===== config.mk =====
export PLATFORM = sky130hd
export DESIGN_NAME = instr_sequencer_flat
export DESIGN_NICKNAME = d
export VERILOG_FILES = /design/src/rtl/instr_sequencer_pkg.sv /design/src/rtl/instr_sequencer_if.sv /design/src/rtl/instr_sequencer_seq_latency_counter.sv /design/src/rtl/instr_sequencer.sv /design/src/flat_wrapper.sv
export SDC_FILE = /design/constraint.sdc
export NUM_CORES = 1
export LEC_CHECK = 0
export BUFFER_PORTS_ARGS = -buffer_cell sky130_fd_sc_hd__buf_2
export CORE_MARGIN = 2
export CORE_UTILIZATION = 40
export DETAILED_ROUTE_END_ITERATION = 8
export PLACE_DENSITY = 0.8
export RECOVER_POWER = 50
export SETUP_SLACK_MARGIN = 0.05
export SLEW_MARGIN = 25
export SYNTH_ARGS = -nofsm -noshare
export SYNTH_HDL_FRONTEND = slang
export SYNTH_SLANG_ARGS = --single-unit

===== constraint.sdc =====
create_clock -name clk -period 1.8 [get_ports clk]
set_input_delay 0.36 -clock clk [delete_from_list [all_inputs] [get_ports clk]]
set_output_delay 0.36 -clock clk [all_outputs]
set_load 0.03 [all_outputs]

===== src/rtl/instr_sequencer_pkg.sv =====
// Shared constants for the fetch/decode/execute sequencer: state codes,
// fault cause codes and instruction type bit positions.
package instr_sequencer_pkg;

    localparam int STATE_W = 3;

    localparam logic [STATE_W-1:0] ST_FETCH  = 3'd0;
    localparam logic [STATE_W-1:0] ST_DECODE = 3'd1;
    localparam logic [STATE_W-1:0] ST_EXEC   = 3'd2;
    localparam logic [STATE_W-1:0] ST_MEM    = 3'd3;
    localparam logic [STATE_W-1:0] ST_RETIRE = 3'd4;
    localparam logic [STATE_W-1:0] ST_FAULT  = 3'd5;

    localparam logic [1:0] CAUSE_NONE  = 2'd0;
    localparam logic [1:0] CAUSE_ISEGV = 2'd1;
    localparam logic [1:0] CAUSE_DSEGV = 2'd2;
    localparam logic [1:0] CAUSE_ILL   = 2'd3;

    // Instruction word type bits: {is_pc, is_alu}
    localparam int IS_ALU_BIT = 0;
    localparam int IS_PC_BIT  = 1;

endpackage


===== src/rtl/instr_sequencer_if.sv =====
// Sequencer boundary: MMU/decoder flags in, control pulses and status out.
// The slave modport is the sequencer; master is the surrounding control path.
interface instr_sequencer_if #(
    parameter int INSTR_W  = 32,
    parameter int RETIRE_W = 16,
    parameter int CAUSE_W  = 2
);
    logic [INSTR_W-1:0]  instruction;
    logic                instr_segv;
    logic                data_segv;
    logic                wait_instr;
    logic                wait_data;
    logic                dec_invalid;
    logic                dec_mem;
    logic                fault_clear;

    logic                ir_load;
    logic                exec_en;
    logic                mem_req;
    logic                pc_inc;
    logic                fault;
    logic [CAUSE_W-1:0]  fault_cause;
    logic [INSTR_W-1:0]  ir;
    logic [RETIRE_W-1:0] retired;

    modport master (
        output instruction, instr_segv, data_segv, wait_instr, wait_data,
               dec_invalid, dec_mem, fault_clear,
        input  ir_load, exec_en, mem_req, pc_inc, fault, fault_cause, ir, retired
    );

    modport slave (
        input  instruction, instr_segv, data_segv, wait_instr, wait_data,
               dec_invalid, dec_mem, fault_clear,
        output ir_load, exec_en, mem_req, pc_inc, fault, fault_cause, ir, retired
    );
endinterface


===== src/rtl/instr_sequencer_seq_latency_counter.sv =====
// Loadable down-counter that times the EXEC phase. It parks at zero, and
// o_zero marks the final EXEC cycle.
module seq_latency_counter #(
    parameter int W = 1
) (
    input  logic         clk,
    input  logic         reset,
    input  logic         i_load,
    input  logic [W-1:0] i_load_val,
    input  logic         i_dec,
    output logic         o_zero
);
    logic [W-1:0] r_cnt;

    // Load on EXEC entry, then count down to zero and hold there
    always_ff @(posedge clk) begin
        // NOTE: registered state uses non-blocking assignments so every flop samples pre-edge values.
        if (reset) begin
            r_cnt <= '0;
        end else if (i_load) begin
            r_cnt <= i_load_val;
        end else if (i_dec && (r_cnt != '0)) begin
            r_cnt <= r_cnt - W'(1);
        end
    end

    assign o_zero = (r_cnt == '0);

endmodule


===== src/rtl/instr_sequencer.sv =====
// Multi-cycle fetch/decode/execute sequencer. Pulses IR load, ALU enable,
// memory strobe and PC increment, captures fault causes and counts retires.
module instr_sequencer
    import instr_sequencer_pkg::*;
#(
    parameter int INSTR_W  = 32,
    parameter int ALU_LAT  = 1,
    parameter int RETIRE_W = 16,
    parameter int CAUSE_W  = 2
) (
    input  logic              clk,
    input  logic              reset,
    instr_sequencer_if.slave  bus
);
    localparam int                CNT_W     = $clog2(ALU_LAT + 1);
    localparam logic [CNT_W-1:0]  EXEC_LOAD = CNT_W'(ALU_LAT - 1);

    logic [STATE_W-1:0]  r_state;
    logic [INSTR_W-1:0]  r_ir;
    logic [RETIRE_W-1:0] r_retired;
    logic [CAUSE_W-1:0]  r_cause;

    logic [STATE_W-1:0]  w_state_nxt;
    logic [CAUSE_W-1:0]  w_cause_nxt;
    logic                w_fetch_go;
    logic                w_cnt_load;
    logic                w_cnt_dec;
    logic                w_cnt_zero;

    // Instruction is accepted in FETCH once it is present and not faulting
    assign w_fetch_go = (r_state == ST_FETCH) && !bus.instr_segv && !bus.wait_instr;

    // The EXEC timer is armed on the DECODE cycle that dispatches an ALU op
    assign w_cnt_load = (r_state == ST_DECODE) && !bus.dec_invalid && r_ir[IS_ALU_BIT];
    assign w_cnt_dec  = (r_state == ST_EXEC);

    seq_latency_counter #(
        .W (CNT_W)
    ) u_exec_cnt (
        .clk        (clk),
        .reset      (reset),
        .i_load     (w_cnt_load),
        .i_load_val (EXEC_LOAD),
        .i_dec      (w_cnt_dec),
        .o_zero     (w_cnt_zero)
    );

    // Next state and fault cause from the current state and the flags it samples
    always_comb begin
        // NOTE: defaults first so every path assigns both outputs and no latch is inferred.
        w_state_nxt = r_state;
        w_cause_nxt = r_cause;
        case (r_state)
            ST_FETCH: begin
                if (bus.instr_segv) begin
                    w_state_nxt = ST_FAULT;
                    w_cause_nxt = CAUSE_W'(CAUSE_ISEGV);
                end else if (!bus.wait_instr) begin
                    w_state_nxt = ST_DECODE;
                end
            end
            ST_DECODE: begin
                if (bus.dec_invalid) begin
                    w_state_nxt = ST_FAULT;
                    w_cause_nxt = CAUSE_W'(CAUSE_ILL);
                end else if (r_ir[IS_ALU_BIT]) begin
                    w_state_nxt = ST_EXEC;
                end else if (bus.dec_mem) begin
                    w_state_nxt = ST_MEM;
                end else begin
                    w_state_nxt = ST_RETIRE;
                end
            end
            ST_EXEC: begin
                if (w_cnt_zero) begin
                    w_state_nxt = ST_RETIRE;
                end
            end
            ST_MEM: begin
                if (bus.data_segv) begin
                    w_state_nxt = ST_FAULT;
                    w_cause_nxt = CAUSE_W'(CAUSE_DSEGV);
                end else if (!bus.wait_data) begin
                    w_state_nxt = ST_RETIRE;
                end
            end
            ST_RETIRE: begin
                w_state_nxt = ST_FETCH;
            end
            ST_FAULT: begin
                if (bus.fault_clear) begin
                    w_state_nxt = ST_FETCH;
                    w_cause_nxt = CAUSE_W'(CAUSE_NONE);
                end
            end
            default: begin
                w_state_nxt = ST_FETCH;
                w_cause_nxt = CAUSE_W'(CAUSE_NONE);
            end
        endcase
    end

    // State, IR, fault cause and retire count; reset aborts any op in flight
    always_ff @(posedge clk) begin
        if (reset) begin
            r_state   <= ST_FETCH;
            r_ir      <= '0;
            r_retired <= '0;
            r_cause   <= '0;
        end else begin
            r_state <= w_state_nxt;
            r_cause <= w_cause_nxt;
            if (w_fetch_go) begin
                r_ir <= bus.instruction;
            end
            if (r_state == ST_RETIRE) begin
                r_retired <= r_retired + RETIRE_W'(1);
            end
        end
    end

    // ir_load coincides with the capture edge so the IR and external latches agree;
    // it is suppressed while reset is held because the capture is discarded then.
    assign bus.ir_load     = w_fetch_go && !reset;
    assign bus.exec_en     = (r_state == ST_EXEC) && w_cnt_zero;
    assign bus.mem_req     = (r_state == ST_MEM);
    assign bus.pc_inc      = (r_state == ST_RETIRE);
    assign bus.fault       = (r_state == ST_FAULT);
    assign bus.fault_cause = r_cause;
    assign bus.ir          = r_ir;
    assign bus.retired     = r_retired;

endmodule


===== src/flat_wrapper.sv =====
// flat-port wrapper written by rule: the top's interface ports become plain ports
module instr_sequencer_flat import instr_sequencer_pkg::*;
#(
    parameter int INSTR_W  = 32,
    parameter int ALU_LAT  = 1,
    parameter int RETIRE_W = 16,
    parameter int CAUSE_W  = 2
)
  (clk, reset, bus_instruction, bus_instr_segv, bus_data_segv, bus_wait_instr, bus_wait_data, bus_dec_invalid, bus_dec_mem, bus_fault_clear, bus_ir_load, bus_exec_en, bus_mem_req, bus_pc_inc, bus_fault, bus_fault_cause, bus_ir, bus_retired);
  instr_sequencer_if #(.INSTR_W(INSTR_W), .RETIRE_W(RETIRE_W), .CAUSE_W(CAUSE_W)) bus_i ();
  input  logic clk;
  input  logic reset;
  input wire logic [$bits(bus_i.instruction)-1:0] bus_instruction;
  input wire logic [$bits(bus_i.instr_segv)-1:0] bus_instr_segv;
  input wire logic [$bits(bus_i.data_segv)-1:0] bus_data_segv;
  input wire logic [$bits(bus_i.wait_instr)-1:0] bus_wait_instr;
  input wire logic [$bits(bus_i.wait_data)-1:0] bus_wait_data;
  input wire logic [$bits(bus_i.dec_invalid)-1:0] bus_dec_invalid;
  input wire logic [$bits(bus_i.dec_mem)-1:0] bus_dec_mem;
  input wire logic [$bits(bus_i.fault_clear)-1:0] bus_fault_clear;
  output wire logic [$bits(bus_i.ir_load)-1:0] bus_ir_load;
  output wire logic [$bits(bus_i.exec_en)-1:0] bus_exec_en;
  output wire logic [$bits(bus_i.mem_req)-1:0] bus_mem_req;
  output wire logic [$bits(bus_i.pc_inc)-1:0] bus_pc_inc;
  output wire logic [$bits(bus_i.fault)-1:0] bus_fault;
  output wire logic [$bits(bus_i.fault_cause)-1:0] bus_fault_cause;
  output wire logic [$bits(bus_i.ir)-1:0] bus_ir;
  output wire logic [$bits(bus_i.retired)-1:0] bus_retired;
  assign bus_i.instruction = bus_instruction;
  assign bus_i.instr_segv = bus_instr_segv;
  assign bus_i.data_segv = bus_data_segv;
  assign bus_i.wait_instr = bus_wait_instr;
  assign bus_i.wait_data = bus_wait_data;
  assign bus_i.dec_invalid = bus_dec_invalid;
  assign bus_i.dec_mem = bus_dec_mem;
  assign bus_i.fault_clear = bus_fault_clear;
  assign bus_ir_load = bus_i.ir_load;
  assign bus_exec_en = bus_i.exec_en;
  assign bus_mem_req = bus_i.mem_req;
  assign bus_pc_inc = bus_i.pc_inc;
  assign bus_fault = bus_i.fault;
  assign bus_fault_cause = bus_i.fault_cause;
  assign bus_ir = bus_i.ir;
  assign bus_retired = bus_i.retired;
  instr_sequencer #(.INSTR_W(INSTR_W), .ALU_LAT(ALU_LAT), .RETIRE_W(RETIRE_W), .CAUSE_W(CAUSE_W)) u_core (.clk(clk), .reset(reset), .bus(bus_i));
endmodule

Word level (Yosys, flattened, before mapping). Cells that the tools add are included.

Reductions and logical operators: 16. Equal/unequal tests: 12. Bitwise operators: 2. Multiplexer cells: 15. Add/subtract/negate cells: 2.

Operators by type and width (count): $mux 3 (9); $add 16x1->16 const B (1); $pmux 3 s5 (1); $ne 2x2->1 const B (5); $pmux 2 s5 (1); $mux 2 (4); $logic_and 1x1->1 (7); $eq 3x2->1 const B (2); $eq 3x3->1 const B (2); $ne 3x3->1 const B (2); $reduce_and 5->1 (1); $logic_not 1->1 (4); $reduce_and 4->1 (1); $reduce_or 2->1 (2); $eq 3x1->1 const B (1); $logic_not 3->1 (1); $not 1->1 (2); $sub 1x1->1 const B (1).

Output and inout port bits: 55. Flip-flop bits (word level): 54. Input port bits: 41. Word-level logic and storage cells: 52.

Longest topological paths before layout.
Depth in word-level cells: 4. Mapped depth: 7. Mapped depth without buffers: 4.

Modules after synthesis. A second synthesis with hierarchy kept.

Cell total of the unflattened synthesis: 284. Area total of the unflattened synthesis: 2381.0 sq um.

By module, submodules not included: instr_sequencer (sequential area each 1061.0 sq um, area an instance 2333.5 sq um, cells an instance 280, times used 1); seq_latency_counter (sequential area each 20.0 sq um, area an instance 47.5 sq um, cells an instance 4, times used 1).

Worst setup path before layout. No wires, ideal clock.

Path kind: reg2out. From: register u_core.r_state[1]. To: output bus_exec_en. Data arrival time: 1.732 ns. Buffers on the path: 2. Stages on the path, launching flop included: 4. Setup slack: -0.292 ns. Path through: dfxtp_1 buf_4 clkbuf_1 nor4b_1.

Word-level cells in the longest chain between the ends: 2.

RTL lines: start: declaration (line instr_sequencer.sv:18) `logic [STATE_W-1:0] r_state;`; start signal: assignment (line instr_sequencer.sv:111) `r_state <= w_state_nxt;`; $eq 3x2->1 (line instr_sequencer.sv:125) `assign bus.exec_en = (r_state == ST_EXEC) && w_cnt_zero;`; $logic_and 1x1->1 (line instr_sequencer.sv:125); end: declaration (line flat_wrapper.sv:22) `output wire logic [$bits(bus_i.exec_en)-1:0] bus_exec_en;`.

Every way passes these cells.

Worst setup path in the final report.
From: register u_core.r_state[1]. To: output bus_ir_load.

Word-level cells in the longest chain between the ends: 4.

RTL lines: $logic_not 3->1 (line instr_sequencer.sv:31) `assign w_fetch_go = (r_state == ST_FETCH) && !bus.instr_segv && !bus.wait_instr;`; $logic_and 1x1->1 (2 in series) (line instr_sequencer.sv:31); $logic_and 1x1->1 (line instr_sequencer.sv:124) `assign bus.ir_load = w_fetch_go && !reset;`; end: declaration (line flat_wrapper.sv:21) `output wire logic [$bits(bus_i.ir_load)-1:0] bus_ir_load;`.

Every way passes these cells.

==> flow_metrics.tcl <==
set metrics [dict create \
    status "finished clean" \
    wirelength_um 5380 \
    min_path_type "in2reg" \
    synthCells 274 \
    grt_pass1_wl_um 9030 \
    cts_max_level 2 \
    routedWlPerCell_um 12.2 \
    drive_gt1_share_pct 25.9 \
    ys_seq_area_share_pct 48.1 \
    fin_tns_setup_ns 0 \
    crit_chain "nor4_4 -> nand2b_1 -> nor2_4 -> buf_6" \
    synth_cell_types 41 \
    rows 27 \
    ys_top_cells_by_area "dfxtp_1, nand2_1, a21oi_1" \
    slowest_stage "dfxtp_4" \
    worst_slack_ns 0.0520 \
    viasPerCell 4.88 \
    crit_arrival_ns 1.39 \
    start_kind "flop" \
    fp.dieH_um 79.0 \
    drc 0 \
    placed_area_mm2 0.00283 \
    place_ws_ns 0.188 \
    dieWidth_um 79.0 \
    synth_edf_count 0 \
    min_period_over_period_pct 97.1 \
    max-slew-margin-rel_pct 70.3 \
    synth_top_area_cell "dfxtp_1" \
    syn_nets 316 \
    port_buffers 95 \
    area_growth_pct 29.8 \
    synth_seq_cells 54 \
    cts_sinks 54 \
    root_buffer "clkbuf_8" \
    nets 411 \
    overflow 0 \
    die_area_mm2 0.00624 \
    insertion_delay_ns 0.30 \
    clockBufferDepth 2 \
    dr_total_vias 2157 \
    max_stage_delay_ns 0.38 \
    crit_type "reg2out" \
    antenna_found_initial 0 \
    start_util_pct 41.1 \
    finalHoldViolCount 0 \
    grt_max_degree 33 \
    netlist_area_mm2 0.00225 \
    antenna_cells 0 \
    track_usage_pct 17.9 \
    postLayoutCellArea_mm2 0.00292 \
    fillers 550 \
    slew_viol_final 0 \
    synth-warning-count 0 \
    endpoint_kind "output port" \
    fmax_mhz 572 \
    period_needed_ns 1.75 \
    cts_buffers 5 \
    core_area_mm2 0.00547 \
    setup_viol 0 \
    drt_first_iter_violations 100 \
    ios 96 \
    drt-pass1-iter-count 4 \
    cp_max_fo 4 \
    rrSetupSlack_ns 0.17 \
    clk_pin_slew_ns 0.10 \
    ys.flop_type "dfxtp_1" \
    synth_area_per_cell_um2 8.21 \
    leakagePower_nw 1.17 \
    grt_pass1_vias 1979 \
    detail-route-antenna-nets 0 \
    hpwl_um 3780 \
    tightest_slew_ns 0.446 \
    async_reset_ff_share_pct 0 \
    crit_buf_inv 1 \
    irDropWorstVdd_mv 0.475 \
    cts_hold_buffers 0 \
    cp_top_family "simple AND/OR/NAND/NOR gates" \
    synth_top_area_share_pct 48.1 \
    tritoncts "yes" \
    rsz0062_at_grt "yes" \
    cp.required_ns 1.44 \
    drv_cap 0 \
    clock_skew_ns 0.00396 \
    holdWs_ns 0.283 \
    gp_congestion 0.852 \
    p_per_area_mw_per_mm2 862 \
]
sequential cells by signal, summed over array words and instances, names as in the netlist:
name,count
u_core.bus.fault_cause,2
u_core.r_state,3
u_core.bus.retired,16
u_core.bus.ir,32
u_core.u_exec_cnt.r_cnt,1
worst paths after layout:
| path | start | to | cells after the start |
|---|---|---|---|
| worst max-delay path | u_core.r_state[1] | bus_ir_load | 4 |
| worst min-delay path | bus_instruction[2] | u_core.bus.ir[2] | 3 |
| worst max register to register | u_core.r_state[1] | u_core.bus.fault_cause[1] | 5 |
| worst min register to register | u_core.bus.ir[2] | u_core.bus.ir[2] | 2 |
through the flow:
step	total power, W	utilization (%)	cells
floorplan	0.00165	-	274
global placement	0.00181	51.7	432
detailed placement	0.00182	51.7	432
CTS	0.00255	53.8	441
global route	0.00264	53.4	442
finish	0.00252	53.4	442
power breakdown:
group          internal, W  switching, W  total [W]
clock network     0.000319      0.000405   0.000724
registers          0.00125     0.0000450    0.00130
logic             0.000180      0.000314   0.000494
total              0.00175      0.000764    0.00252
kinds of logic after synthesis:
kind of cell | after synthesis | share of synthesized area [%]
flops | 54 | 48.1
fa+ha+maj | 1 | 0.556
buf+inv | 21 | 4.45
xor+xnor | 10 | 3.89
simple gates | 129 | 28.5
compound gates | 57 | 13.6
mux | 2 | 0.945
synth_stat cells, drive strengths merged, types with 2 or more instances:
master / instances
a21oi: 42
a221oi: 2
and2: 4
and3: 2
and3b: 2
and4: 2
buf: 9
clkbuf: 11
dfxtp: 54
nand2: 71
nand2b: 2
nand3: 6
nand4: 6
nor2: 16
nor2b: 2
nor3b: 4
nor4bb: 2
o21a: 2
o21ai: 8
or3: 5
xor2: 9
cell type report:
cell class	instances	area, um2	share of cell area (%)
clock buffer	7	86.3	2.96
clock inverter	1	8.76	0.300
inverter	1	3.75	0.129
multi-input combinational	199	1090	37.3
sequential	54	1090	37.2
tap	72	90.1	3.08
timing repair buffer	108	556	19.0
routing by layer:
layer,wire [um],GRT usage (%),up-vias
met4,58,3.97,0
met5,0,0,-
met1,2420,22.5,973
met3,373,5.00,7
li1,-,-,1110
met2,2530,30.4,67
worst min-delay path, delay by kind of cell:
kind / cells / cell delay (ns)
buf+inv: 1 / 0.09
compound gates: 1 / 0.05
simple gates: 1 / 0.04
what timing repair did:
item / CTS / global route
resized for setup: 3 / 8
setup endpoints to repair: 2 / 5
pin swaps: 1 / 1
buffers inserted: 1 / 1
cells in the final DEF, fill, tap and decap left out, types with 2 or more instances in the layout:
cell,n
a221oi_1,2
clkbuf_8,6
and3b_1,2
a21oi_1,42
nand3_1,5
o21ai_0,8
nand4_1,6
o21a_1,2
xor2_1,9
dfxtp_1,51
clkbuf_1,34
nor2_1,15
buf_2,59
nand2_1,71
nand2b_1,2
dfxtp_2,2
buf_4,14
or3_1,5
nor4bb_1,2
and2_1,3
nor3b_1,3
Power figures use the tool's default switching activity.
